$ cat config.mk
export PLATFORM = sky130hd
export DESIGN_NAME = alu_share_arbiter
export DESIGN_NICKNAME = d
export VERILOG_FILES = /design/src/rtl/alu_pkg.sv /design/src/rtl/rr_arb2.sv /design/src/rtl/alu_share_arbiter.sv
export SDC_FILE = /design/constraint.sdc
export NUM_CORES = 1
export LEC_CHECK = 0
export ABC_AREA = 1
export CORE_ASPECT_RATIO = 1.1
export CORE_MARGIN = 8
export CORE_UTILIZATION = 44
export DETAILED_ROUTE_END_ITERATION = 10
export PLACE_DENSITY = 0.88
export SLEW_MARGIN = 20
export SYNTH_ARGS = -nofsm -noshare
export SYNTH_HDL_FRONTEND = slang
export SYNTH_SLANG_ARGS = --single-unit
$ cat constraint.sdc
create_clock -name clk -period 4.7 [get_ports clk]
set_clock_uncertainty 0.15 [all_clocks]
set_input_delay 0.94 -clock clk [delete_from_list [all_inputs] [get_ports clk]]
set_output_delay 0.94 -clock clk [all_outputs]
set_load 0.005 [all_outputs]
$ cat src/rtl/alu_pkg.sv
// alu_pkg: shared ALU opcode, FSM state and width definitions for the ALU sharing arbiter
package alu_pkg;
  localparam int WIDTH = 32;
  localparam logic ALU_ADD = 1'b0;
  localparam logic ALU_SUB = 1'b1;
  typedef enum logic [1:0] {
    S_IDLE = 2'd0,
    S_EXEC = 2'd1,
    S_RESP = 2'd2
  } state_t;
endpackage

$ cat src/rtl/rr_arb2.sv
// rr_arb2: two-input round-robin grant with a priority pointer updated on completion
module rr_arb2 (
  input  logic       clk,
  input  logic       rst_n,
  input  logic [1:0] valid,
  input  logic       update,
  input  logic       winner,
  output logic [1:0] grant
);
  logic prio;
  always_ff @(posedge clk or negedge rst_n)
    if (!rst_n) prio <= 1'b0;
    else if (update) prio <= ~winner;
  always_comb
    grant = (valid == 2'b11) ? (prio ? 2'b10 : 2'b01) :
            valid[0] ? 2'b01 : valid[1] ? 2'b10 : 2'b00;
endmodule

$ cat src/rtl/alu_share_arbiter.sv
// alu_share_arbiter: shares one add/sub ALU between two requesters with round-robin arbitration
module alu_share_arbiter
  import alu_pkg::*;
#(
  parameter int WIDTH = alu_pkg::WIDTH
) (
  input  logic             clk,
  input  logic             rst_n,
  input  logic [1:0]       req_valid,
  output logic [1:0]       req_ready,
  input  logic [WIDTH-1:0] req0_a,
  input  logic [WIDTH-1:0] req0_b,
  input  logic             req0_sub,
  input  logic [WIDTH-1:0] req1_a,
  input  logic [WIDTH-1:0] req1_b,
  input  logic             req1_sub,
  output logic [1:0]       rsp_valid,
  input  logic [1:0]       rsp_ready,
  output logic [WIDTH-1:0] rsp_result,
  output logic             rsp_negative,
  output logic [WIDTH-1:0] alu_data_r1,
  output logic [WIDTH-1:0] alu_data_r2,
  output logic             alu_control,
  input  logic [WIDTH-1:0] alu_result,
  input  logic             alu_negative,
  output logic             busy
);
  state_t           state;
  logic             owner;
  logic [WIDTH-1:0] op_a;
  logic [WIDTH-1:0] op_b;
  logic             op_sub;
  logic [1:0]       grant;
  logic             hs;
  logic             rsp_hs;
  rr_arb2 u_arb (
    .clk    (clk),
    .rst_n  (rst_n),
    .valid  (req_valid),
    .update (rsp_hs),
    .winner (owner),
    .grant  (grant)
  );
  // rst_n gates req_ready so every output reads 0 while reset is held
  always_comb begin
    req_ready   = (rst_n && state == S_IDLE) ? grant : 2'b00;
    hs          = |(req_valid & req_ready);
    rsp_valid   = (state == S_RESP) ? (owner ? 2'b10 : 2'b01) : 2'b00;
    rsp_hs      = |(rsp_valid & rsp_ready);
    busy        = state != S_IDLE;
    alu_data_r1 = (state == S_EXEC) ? op_a : '0;
    alu_data_r2 = (state == S_EXEC) ? op_b : '0;
    alu_control = (state == S_EXEC) ? op_sub : ALU_ADD;
  end
  always_ff @(posedge clk or negedge rst_n)
    if (!rst_n) begin
      state        <= S_IDLE;
      owner        <= 1'b0;
      op_a         <= '0;
      op_b         <= '0;
      op_sub       <= ALU_ADD;
      rsp_result   <= '0;
      rsp_negative <= 1'b0;
    end else
      case (state)
        S_IDLE:
          if (hs) begin
            op_a   <= grant[1] ? req1_a : req0_a;
            op_b   <= grant[1] ? req1_b : req0_b;
            op_sub <= grant[1] ? req1_sub : req0_sub;
            owner  <= grant[1];
            state  <= S_EXEC;
          end
        S_EXEC: begin
          rsp_result   <= alu_result;
          rsp_negative <= alu_negative;
          state        <= S_RESP;
        end
        S_RESP:
          if (rsp_hs) state <= S_IDLE;
        default: state <= S_IDLE;
      endcase
endmodule

# Yosys cells after proc, flatten, opt, wreduce, memory -nomap -nowiden
# Cells that the tools add are included.
# totals
reg_bits	102
latchBits	0
ram_bits	0
romBits	0
in_bits	169
out_inout_bits	103
word_cells	39
mem_count	0
# classes
add_sub_neg	0
n_mul	0
div_mod_pow	0
order_cmp	0
eq_ne	5
n_shift	0
muxes	16
n_bitwise	3
reduce_logical	7
# ops
op	count
$mux 32	4
$mux 2	9
$pmux 2 s3	1
$and 2x2->2	2
$eq 2x2->1 const B	2
$ne 2x2->1 const B	2
$reduce_and 2->1	2
$reduce_or 2->1	2
$eq 2x1->1 const B	1
$logic_not 2->1	1
$mux 1	2
$reduce_bool 2->1	1
$logic_and 1x1->1	1
$not 1->1	1

# Depth between registers and ports, before layout
# Gate-level depths: netlist of run 1.
# logic_depth
depth_word	8
depth_mapped	9
mapped_depth_nobuf	7

# Cells and area by module
# Synthesis of run 1 repeated with hierarchy kept, for this count alone.
# hier_totals
hier_cells	810
area_unflattened_um2	5425.2
# by_module_without_submodules
module	n_inst	cells_per_inst	area_per_inst_um2	seq_area_each_um2
alu_share_arbiter	1	799	5360.1	2527.4
rr_arb2	1	11	65.1	25.0

# Least setup slack after synthesis of run 1
# OpenSTA, ideal clock, no wires.
# synth_timing
path_kind	input-to-output
start	input port req_valid[0]
end	output port req_ready[1]
arrival_ns	1.459
required_time_ns	3.610
path_slack_ns	2.151
cell_stages	6
n_path_buf	1
cell_sequence	nand2_2 -> nand2_1 -> inv_1 -> nand2_1 -> buf_2 -> inv_1
# synth_via
elab_chain_cells	3
elab_cells_between_ends	4
cone_classes	eq/ne (1); mux (3)
# synth_lines
element	line	source
start, declared	alu_share_arbiter.sv:9	input logic [1:0] req_valid,
$eq 2x2->1 / $mux 2 (equally long branches)	rr_arb2.sv:15, rr_arb2.sv:16	
$mux 2 *	rr_arb2.sv:15	grant = (valid == 2'b11) ? (prio ? 2'b10 : 2'b01) :
$mux 2 *	alu_share_arbiter.sv:46	req_ready = (rst_n && state == S_IDLE) ? grant : 2'b00;
end, declared	alu_share_arbiter.sv:10	output logic [1:0] req_ready,
# Every way passes the cells marked *; elsewhere a longest branch is shown, timed or not.

# Worst setup path after layout of run 1
# layout_timing
start	register state[0]
end	output port alu_data_r2[18]
# layout_via
elab_chain_cells	2
# layout_lines
element	line	source
start, declared	alu_share_arbiter.sv:28	state_t state;
start signal, assigned	alu_share_arbiter.sv:57	state <= S_IDLE;
start signal, assigned	alu_share_arbiter.sv:72	state <= S_EXEC;
start signal, assigned	alu_share_arbiter.sv:77	state <= S_RESP;
$eq 2x1->1	alu_share_arbiter.sv:52	alu_data_r2 = (state == S_EXEC) ? op_b : '0;
$mux 32	alu_share_arbiter.sv:52	
end, declared	alu_share_arbiter.sv:22	output logic [WIDTH-1:0] alu_data_r2,
# Every way passes these cells.

==> results of run 1 <==
==> how the worst max path moves through the flow <==
stage                           end  cells after the start  slack, ns    startpoint
CTS                 alu_data_r2[23]                      5       1.12      state[0]
detailed placement     req_ready[1]                      6       1.27         rst_n
global route        alu_data_r2[23]                      5       0.98      state[0]
global placement       req_ready[1]                      6       1.27         rst_n
floorplan              req_ready[1]                      6       2.15  req_valid[0]
finish              alu_data_r2[18]                      5       1.16      state[0]
==> critical path: stages, from the launching register on <==
cell	delay (ns)
dfrtp_1	0.32
buf_4	0.37
nand2_4	0.34
buf_4	0.36
nor2_1	0.14
clkdlybuf4s50_1	0.55
==> metal layers <==
metal  part of all wire [%]  wire (um)  global-route usage, %
met2                     49       9220                   37.2
met4                    1.7        323                   6.63
met1                     40       7560                   28.9
met3                    9.8       1860                   6.94
met5                      0          0                      0
==> cells in the final DEF (no fill, tap or decap), types with 2 or more instances in the layout <==
cell	Yosys	final
nor2_1	67	67
inv_2	2	2
clkbuf_16	0	9
buf_4	5	12
clkinv_4	0	2
nand2_1	337	334
nand3_1	164	164
inv_1	71	71
dfrtp_1	102	102
clkdlybuf4s50_1	0	269
nand2_2	3	5
==> report_power, final <==
part / switching [W] / internal [W] / leakage, nW
sequential: 0.000213 / 0.00127 / 1.28
combinational: 0.000887 / 0.000834 / 2.86
clock: 0.000338 / 0.000431 / 0.149
==> stage by stage <==
stage	setup WS [ns]	hold slack (ns)	power, W	cells	utilization [%]
after floorplan	2.15	0.313	0.00239	810	-
after global placement	1.27	0.303	0.00318	1190	65.9
after detailed placement	1.27	0.308	0.00323	1190	65.9
after CTS	1.12	0.325	0.00401	1206	68.4
after global routing	0.978	0.344	0.00430	1206	68.4
final	1.16	0.323	0.00397	1206	68.4
==> state kept, by name, summed over array words and instances (netlist names) <==
register	cells
op_a	32
op_b	32
op_sub	1
owner	1
rsp_negative	1
rsp_result	32
state	2
u_arb.prio	1
==> area by class of cell <==
cell class,count,share of cell area (%)
Timing Repair Buffer,282,32.7
Multi-Input combinational cell,575,28.2
Clock buffer,10,2.80
Clock inverter,6,0.806
Inverter,74,3.28
Tap cell,157,2.30
Sequential cell,102,29.9
==> cells by family after synthesis <==
kind of cell,synth area share [%]
AOI/OAI and AO/OA,0.248
buffers and inverters,11.1
DFF,45.9
and+or+nand+nor,42.7
==> synthesized netlist by cell type, drive strengths merged <==
library cell,n
clkbuf,22
a21oi,2
dfrtp,102
nand3b,1
nand2,340
nand3,164
nor2,68
inv,74
buf,37
==> results.toml, run 1 <==
[routing]
firstDrtPassIters = 5
wl_per_cell_um = 15.7
viasPerCell = 4.97
drc = 0
vias = 5992
wl_mm = 19.0
final_antenna_net_count = 0
drt_iter0_markers = 475

[setup_path]
critPathKind = "flip-flop to primary output"
cp-end-kind = "primary output"
required_ns = 3.61
r2r_setup_slack_ns = 2.45
reg2reg_from = "state[1]"
r2r_end = "op_b[11]"
critPathMaxFanout = 42
critical_path_arrival_ns = 2.45
rr_worst_depth = 7
start_kind = "flip-flop"

[place]
routabilityCongestion = 0.794
portBuffers = 271
hpwlAfterDp_mm = 13.4
dpl_cell_area_sq_um = 8230

[finish]
syn2layout_area_growth_pct = 53.5
drive_gt1_share_pct = 3.81
regArea_sq_um = 2550
multi_input_comb_area_sq_um = 2410
nets = 1213
diodes = 0
finalInstanceArea_sq_um = 8530
fillCellCount = 1058

[floorplanning]
die-width_um = 123
die_h_um = 134
dieArea_sq_um = 16500
core_sq_um = 12500
num_rows = 43
initial_core_util_pct = 44.5
pin_count = 272

[worst_hold_path]
hp-start = "rsp_result[20]"
whs_path_depth = 2
hold_path_class = "flip-flop to flip-flop"
min_to = "rsp_result[20]"

[clock_network]
cts_setup_buffers = 0
max-clock-path-buffers = 2
cts_resized = 0
clk_pin_slew_ns = 0.07
cts_root_buf = "clkbuf_16"
cts_hold_buf = 0
clkSinkCount = 102
cts_tree = "built"
htree_levels = 3
numCtsBuffers = 9
clock_latency_ns = 0.33

[grt]
grt_pass1_vias = 5796
grt_max_degree = 67
grt-ovfl-total = 0
grt_antenna_before_repair = 0
grt_util_all_layers_pct = 23.0
grt_pass1_wl_mm = 30.5

[sta]
finalSetupViolCount = 0
fmaxAchievable_ghz = 0.283
grt_setup_unrepaired = "no"
worst_slew_margin_rel_pct = 43.2
worst_pin_slew_ns = 0.852
layout_min_cycle_time_ns = 3.54
final_max_slew_viol_count = 0
fin_crit_sh_pct = 75.3
hold_viol = 0
final.setup.tns_ns = 0

[logic_synthesis]
synth_top_area_cell = "dfrtp_1"
seq_area_frac_synth_pct = 45.9
ys_warn_count = 0
netlist_instances = 810
synth_cell_type_count = 16
synthTopCellsByArea = "dfrtp_1, nand2_1, nand3_1, inv_1, nor2_1"
syn_nets = 979
netlist_area_sq_um = 5560
synth_top_area_share_pct = 45.9
syn_avg_cell_area_sq_um = 6.86
synth-seq-cells = 102

[power_and_ir_drop]
p_per_area_nw_per_um2 = 466
ir_drop_mv = 0.435
cellLeakagePower_nw = 4.29

[outcome]
status = "finished, final reports clean"

[run]
maxCapViolations = 0
Note: power is estimated with default switching activity, not from simulation.
==> run 2, diff against run 1 <==
--- a/config.mk
+++ b/config.mk
@@ -8,9 +8,9 @@
 export ABC_AREA = 1
 export CORE_ASPECT_RATIO = 1.1
 export CORE_MARGIN = 8
-export CORE_UTILIZATION = 44
+export CORE_UTILIZATION = 41
 export DETAILED_ROUTE_END_ITERATION = 10
-export PLACE_DENSITY = 0.88
+export PLACE_DENSITY = 0.83
 export SLEW_MARGIN = 20
 export SYNTH_ARGS = -nofsm -noshare
 export SYNTH_HDL_FRONTEND = slang
==> constraint.sdc (replaced) <==
create_clock -name clk -period 3.5 [get_ports clk]
set_clock_uncertainty 0.15 [all_clocks]
set_input_delay 0.7 -clock clk [delete_from_list [all_inputs] [get_ports clk]]
set_output_delay 0.7 -clock clk [all_outputs]
set_load 0.005 [all_outputs]
==> run 2 against run 1 <==
Net effect:
- worst hold slack worse by 0.0030 ns
- critical endpoint is now req_ready[1]
- final area is 0.59% higher
- critical path type unchanged
- largest power group unchanged
- cell count is 0.58% higher
==> results.toml, run 2 (synthesis gave the netlist of run 1 again) <==
[outcome]
status = "finished, final reports clean"

[sta]
worst_pin_slew_ns = 0.771
worst_slew_margin_rel_pct = 48.6
final.setup.tns_ns = 0
hold_viol = 0
finalSetupViolCount = 0
final_max_slew_viol_count = 0
grt_setup_unrepaired = "no"
fin_crit_sh_pct = 83.3
fmaxAchievable_ghz = 0.343
layout_min_cycle_time_ns = 2.91

[clock_network]
clock_latency_ns = 0.33
clk_pin_slew_ns = 0.07
cts_resized = 0
cts_hold_buf = 0
htree_levels = 3
cts_tree = "built"
clkSinkCount = 102
max-clock-path-buffers = 2
cts_root_buf = "clkbuf_16"
numCtsBuffers = 9
cts_setup_buffers = 0

[routing]
firstDrtPassIters = 5
drc = 0
vias = 5900
wl_per_cell_um = 15.7
viasPerCell = 4.86
wl_mm = 19.0
drt_iter0_markers = 351
final_antenna_net_count = 0

[finish]
drive_gt1_share_pct = 4.09
nets = 1216
final_cell_mix = "nand2_1, clkdlybuf4s50_1, nand3_1, dfrtp_1, inv_1"
syn2layout_area_growth_pct = 54.4
fillCellCount = 1158
diodes = 0
final_common_cell = "nand2_1"
top_regs = "op_a (32), op_b (32), rsp_result (32)"
stdcell_count = 1213

[setup_path]
critical_path_arrival_ns = 2.06
critPathMaxFanout = 35
crit_chain = "inv_2 -> buf_4 -> nand2_2 -> nor2_4 -> nand2_2 -> inv_1 -> clkdlybuf4s50_1"
slowest_delay_ns = 0.49
cp-end-kind = "primary output"
rr_worst_depth = 8
critPathMostFrequentCell = "nand2_2"
required_ns = 2.65
critPathKind = "flip-flop to primary output"
start_kind = "flip-flop"
cp_top_family = "buffers and inverters"
cp_num_buf_inv = 4
worst-path-stages = 7
slowest_stage = "clkdlybuf4s50_1"

[worst_hold_path]
whs_path_depth = 2
hold_path_class = "flip-flop to flip-flop"

[place]
portBuffers = 271
hpwlAfterDp_mm = 13.7
routabilityCongestion = 0.822
place_inst = 1197

[power_and_ir_drop]
ir_drop_mv = 0.805
p_per_area_nw_per_um2 = 622
cellLeakagePower_nw = 4.31

[floorplanning]
die-width_um = 127
num_rows = 44
die_h_um = 138
initial_core_util_pct = 42.1
pin_count = 272
core_sq_um = 13200
dieArea_sq_um = 17500

[run]
maxCapViolations = 0

[grt]
grt_pass1_vias = 5818
grt_util_all_layers_pct = 20.9
grt_antenna_before_repair = 0
grt_max_degree = 67
grt-ovfl-total = 0
grt_pass1_wl_mm = 30.1
-- run 2: worst register-to-register path: stages (launching register included) --
cell     delay, ns
dfrtp_1       0.39
buf_4         0.38
inv_4         0.06
nand2_2       0.10
nor2_4        0.05
nand2_2       0.09
buf_4         0.58
nand3_1       0.21
nand2_1       0.11
-- run 2: where the power goes --
group	switching, W	internal (W)
registers	0.000281	0.00171
logic	0.00120	0.00114
clock network	0.000456	0.000564
-- run 2: area by class of cell --
| class | count | area [sq um] | area share, % |
|---|---|---|---|
| flip-flops and latches | 102 | 2550 | 29.7 |
| clock buffers | 9 | 225 | 2.62 |
| multi-input cells | 575 | 2410 | 28.1 |
| inverters | 74 | 280 | 3.27 |
| repair buffers | 285 | 2840 | 33.0 |
| well taps | 161 | 201 | 2.35 |
| clock inverters | 7 | 80.1 | 0.933 |
-- run 2: through the flow --
step | setup WS [ns] | total power [W] | hold slack, ns | utilization (%) | cell area (sq um)
final | 0.586 | 0.00534 | 0.320 | 65.0 | 8580
after global routing | 0.460 | 0.00576 | 0.335 | 65.0 | 8580
after CTS | 0.561 | 0.00540 | 0.325 | 65.0 | 8580
after detailed placement | 0.633 | 0.00436 | 0.308 | 62.7 | 8280
after global placement | 0.649 | 0.00428 | 0.302 | 62.7 | 8280
after floorplan | 1.43 | 0.00321 | 0.254 | - | 5560
-- run 2: path summary, 6_finish.rpt --
kind                           startpoint             end  slack, ns
min in group asynchronous           rst_n        op_b[12]       0.38
max reg2reg                      state[0]         op_a[8]       1.32
min reg2reg                rsp_result[10]  rsp_result[10]       0.32
min                        rsp_result[10]  rsp_result[10]       0.32
max in group asynchronous           rst_n   rsp_result[0]       1.64
max                              state[1]    req_ready[1]       0.59
-- run 2: metal layers --
metal  routed length [um]  vias up  global-route usage (%)
met4                  334        0                    5.96
li1                     -     2956                       -
met1                 7810     2704                    24.7
met2                 9170      215                    35.5
met3                 1700       25                    6.58
met5                    0        -                       0
==> run 3, diff against run 2 <==
==> constraint.sdc (replaced) <==
create_clock -name clk -period 2.9 [get_ports clk]
set_clock_uncertainty 0.15 [all_clocks]
set_input_delay 0.58 -clock clk [delete_from_list [all_inputs] [get_ports clk]]
set_output_delay 0.58 -clock clk [all_outputs]
set_load 0.005 [all_outputs]
==> run 3 against run 2 <==
Net effect:
- routed wire length is 0.88% higher
- non-clock buffer count is 2 higher
- critical path type unchanged
- highest routed layer unchanged
- clock-buffer cell count stayed put
- critical endpoint is now alu_data_r2[31]
==> results.toml, run 3 (synthesis gave the netlist of run 1 again) <==
[setup_path]
required_ns = 2.17
rr_worst_depth = 7
cp_top_family = "buffers and inverters"
cp-end-kind = "primary output"
cp_num_buf_inv = 3
r2r_setup_slack_ns = 0.82
start_kind = "flip-flop"
critPathLaunch = "state[1]"
critical_path_arrival_ns = 1.98
slowest_stage = "clkdlybuf4s50_1"
slowest_delay_ns = 0.58
critPathKind = "flip-flop to primary output"
critPathMaxFanout = 32
r2r_end = "op_a[17]"
worst-path-stages = 5
crit_chain = "inv_2 -> nand2_4 -> buf_12 -> nor2_1 -> clkdlybuf4s50_1"
endpoint = "alu_data_r2[31]"
reg2reg_from = "state[1]"

[floorplanning]
die-width_um = 127
num_rows = 44
core_sq_um = 13200
die_h_um = 138
pin_count = 272
initial_core_util_pct = 42.1
dieArea_sq_um = 17500

[run]
maxCapViolations = 0

[clock_network]
cts_tree = "built"
max-clock-path-buffers = 2
clkSinkCount = 102
clk_pin_slew_ns = 0.07
cts_resized = 0
cts_setup_buffers = 0
htree_levels = 3
cts_root_buf = "clkbuf_16"
cts_hold_buf = 0
numCtsBuffers = 9
clock_latency_ns = 0.34

[sta]
grt_setup_unrepaired = "no"
worst_slew_margin_rel_pct = 51.8
fmaxAchievable_ghz = 0.368
fin_crit_sh_pct = 93.6
layout_min_cycle_time_ns = 2.71
final.setup.tns_ns = 0
final_max_slew_viol_count = 0
hold_viol = 0
finalSetupViolCount = 0
worst_pin_slew_ns = 0.723

[power_and_ir_drop]
pwr-share-clk_pct = 18.3
cellLeakagePower_nw = 4.32
p_sw_w = 0.00235
combinationalPowerShare_pct = 44.1
internal-power_w = 0.00404
p_per_area_nw_per_um2 = 744
netSwitchingFraction_pct = 36.7
ir_drop_mv = 0.574
p_seq_share_pct = 37.7

[grt]
grt_pass1_wl_mm = 30.5
grt-ovfl-total = 0
grtUsageMet1_pct = 26.0
grt_pass1_vias = 5765
grt_antenna_before_repair = 0
grt_max_degree = 67
grt-busiest-layer = "met2"
grt.met2_usage_pct = 35.8
grt_util_all_layers_pct = 21.5
met3_usage_pct = 6.58

[finish]
nets = 1218
syn2layout_area_growth_pct = 54.5
multi_input_comb_area_sq_um = 2410
diodes = 0
drive_gt1_share_pct = 4.27
regArea_sq_um = 2550
final_cell_mix = "nand2_1, clkdlybuf4s50_1, nand3_1, dfrtp_1, inv_1"
final_common_cell = "nand2_1"
fillCellCount = 1152
top_regs = "op_a (32), op_b (32), rsp_result (32)"
stdcell_count = 1215

[routing]
viasPerCell = 4.93
firstDrtPassIters = 5
drt_iter0_markers = 410
wl_mm = 19.2
final_antenna_net_count = 0
vias = 5993
drc = 0
wl_per_cell_um = 15.8

[place]
hpwlAfterDp_mm = 13.9
portBuffers = 271
routabilityCongestion = 0.819
place_inst = 1199

[worst_hold_path]
hold_path_class = "input port to async pin"

[outcome]
status = "finished, final reports clean"
run 3: metal layers:
layer / up-vias / share of wire (%)
met5: - / 0
met4: 0 / 1.5
met3: 20 / 9.0
met2: 226 / 48
met1: 2781 / 41
li1: 2966 / -
run 3: metrics by stage:
stage                     cell area, sq um  hold WS (ns)  utilization, %  total power [W]  setup slack [ns]
after detailed placement              8310         0.307            62.9          0.00527             0.281
final                                 8590         0.264            65.0          0.00639             0.186
after global routing                  8590         0.336            65.0          0.00688            0.0586
after CTS                             8590         0.294            65.0          0.00646             0.135
after global placement                8310         0.302            62.9          0.00519             0.285
after floorplan                       5560         0.134               -          0.00388              1.07
run 3: power groups by stage:
| stage | combinational, W | sequential, W | clock (W) |
|---|---|---|---|
| floorplan | 0.00151 | 0.00237 | 0 |
| global route | 0.00316 | 0.00247 | 0.00124 |
| detailed placement | 0.00286 | 0.00242 | 0 |
| global placement | 0.00279 | 0.00239 | 0 |
| CTS | 0.00287 | 0.00240 | 0.00119 |
| finish | 0.00282 | 0.00241 | 0.00117 |
run 3: worst register-to-register path, delay by kind of cell, from the launching register on:
kind	cells	cell delay [ns]
AOI/OAI and AO/OA	1	0.38
buffers and inverters	3	0.73
DFF	1	0.39
and+or+nand+nor	3	0.38
run 3: worst min path at each step:
stage / startpoint / to / slack [ns] / cells after the start
3_3_place_gp: rsp_result[29] / rsp_result[29] / 0.30 / 2
5_1_grt: rst_n / op_a[17] / 0.34 / 2
2_1_floorplan: rst_n / op_a[0] / 0.13 / 0
4_1_cts: rst_n / op_a[16] / 0.29 / 2
3_5_place_dp: rsp_result[2] / rsp_result[2] / 0.31 / 2
6_report: rst_n / op_a[19] / 0.26 / 2
run 3: area by class of cell:
class	instances	area share, %
Clock buffer	9	2.62
Clock inverter	7	0.670
Timing Repair Buffer	287	33.3
Inverter	74	3.26
Tap cell	161	2.35
Sequential cell	102	29.7
Multi-Input combinational cell	575	28.0
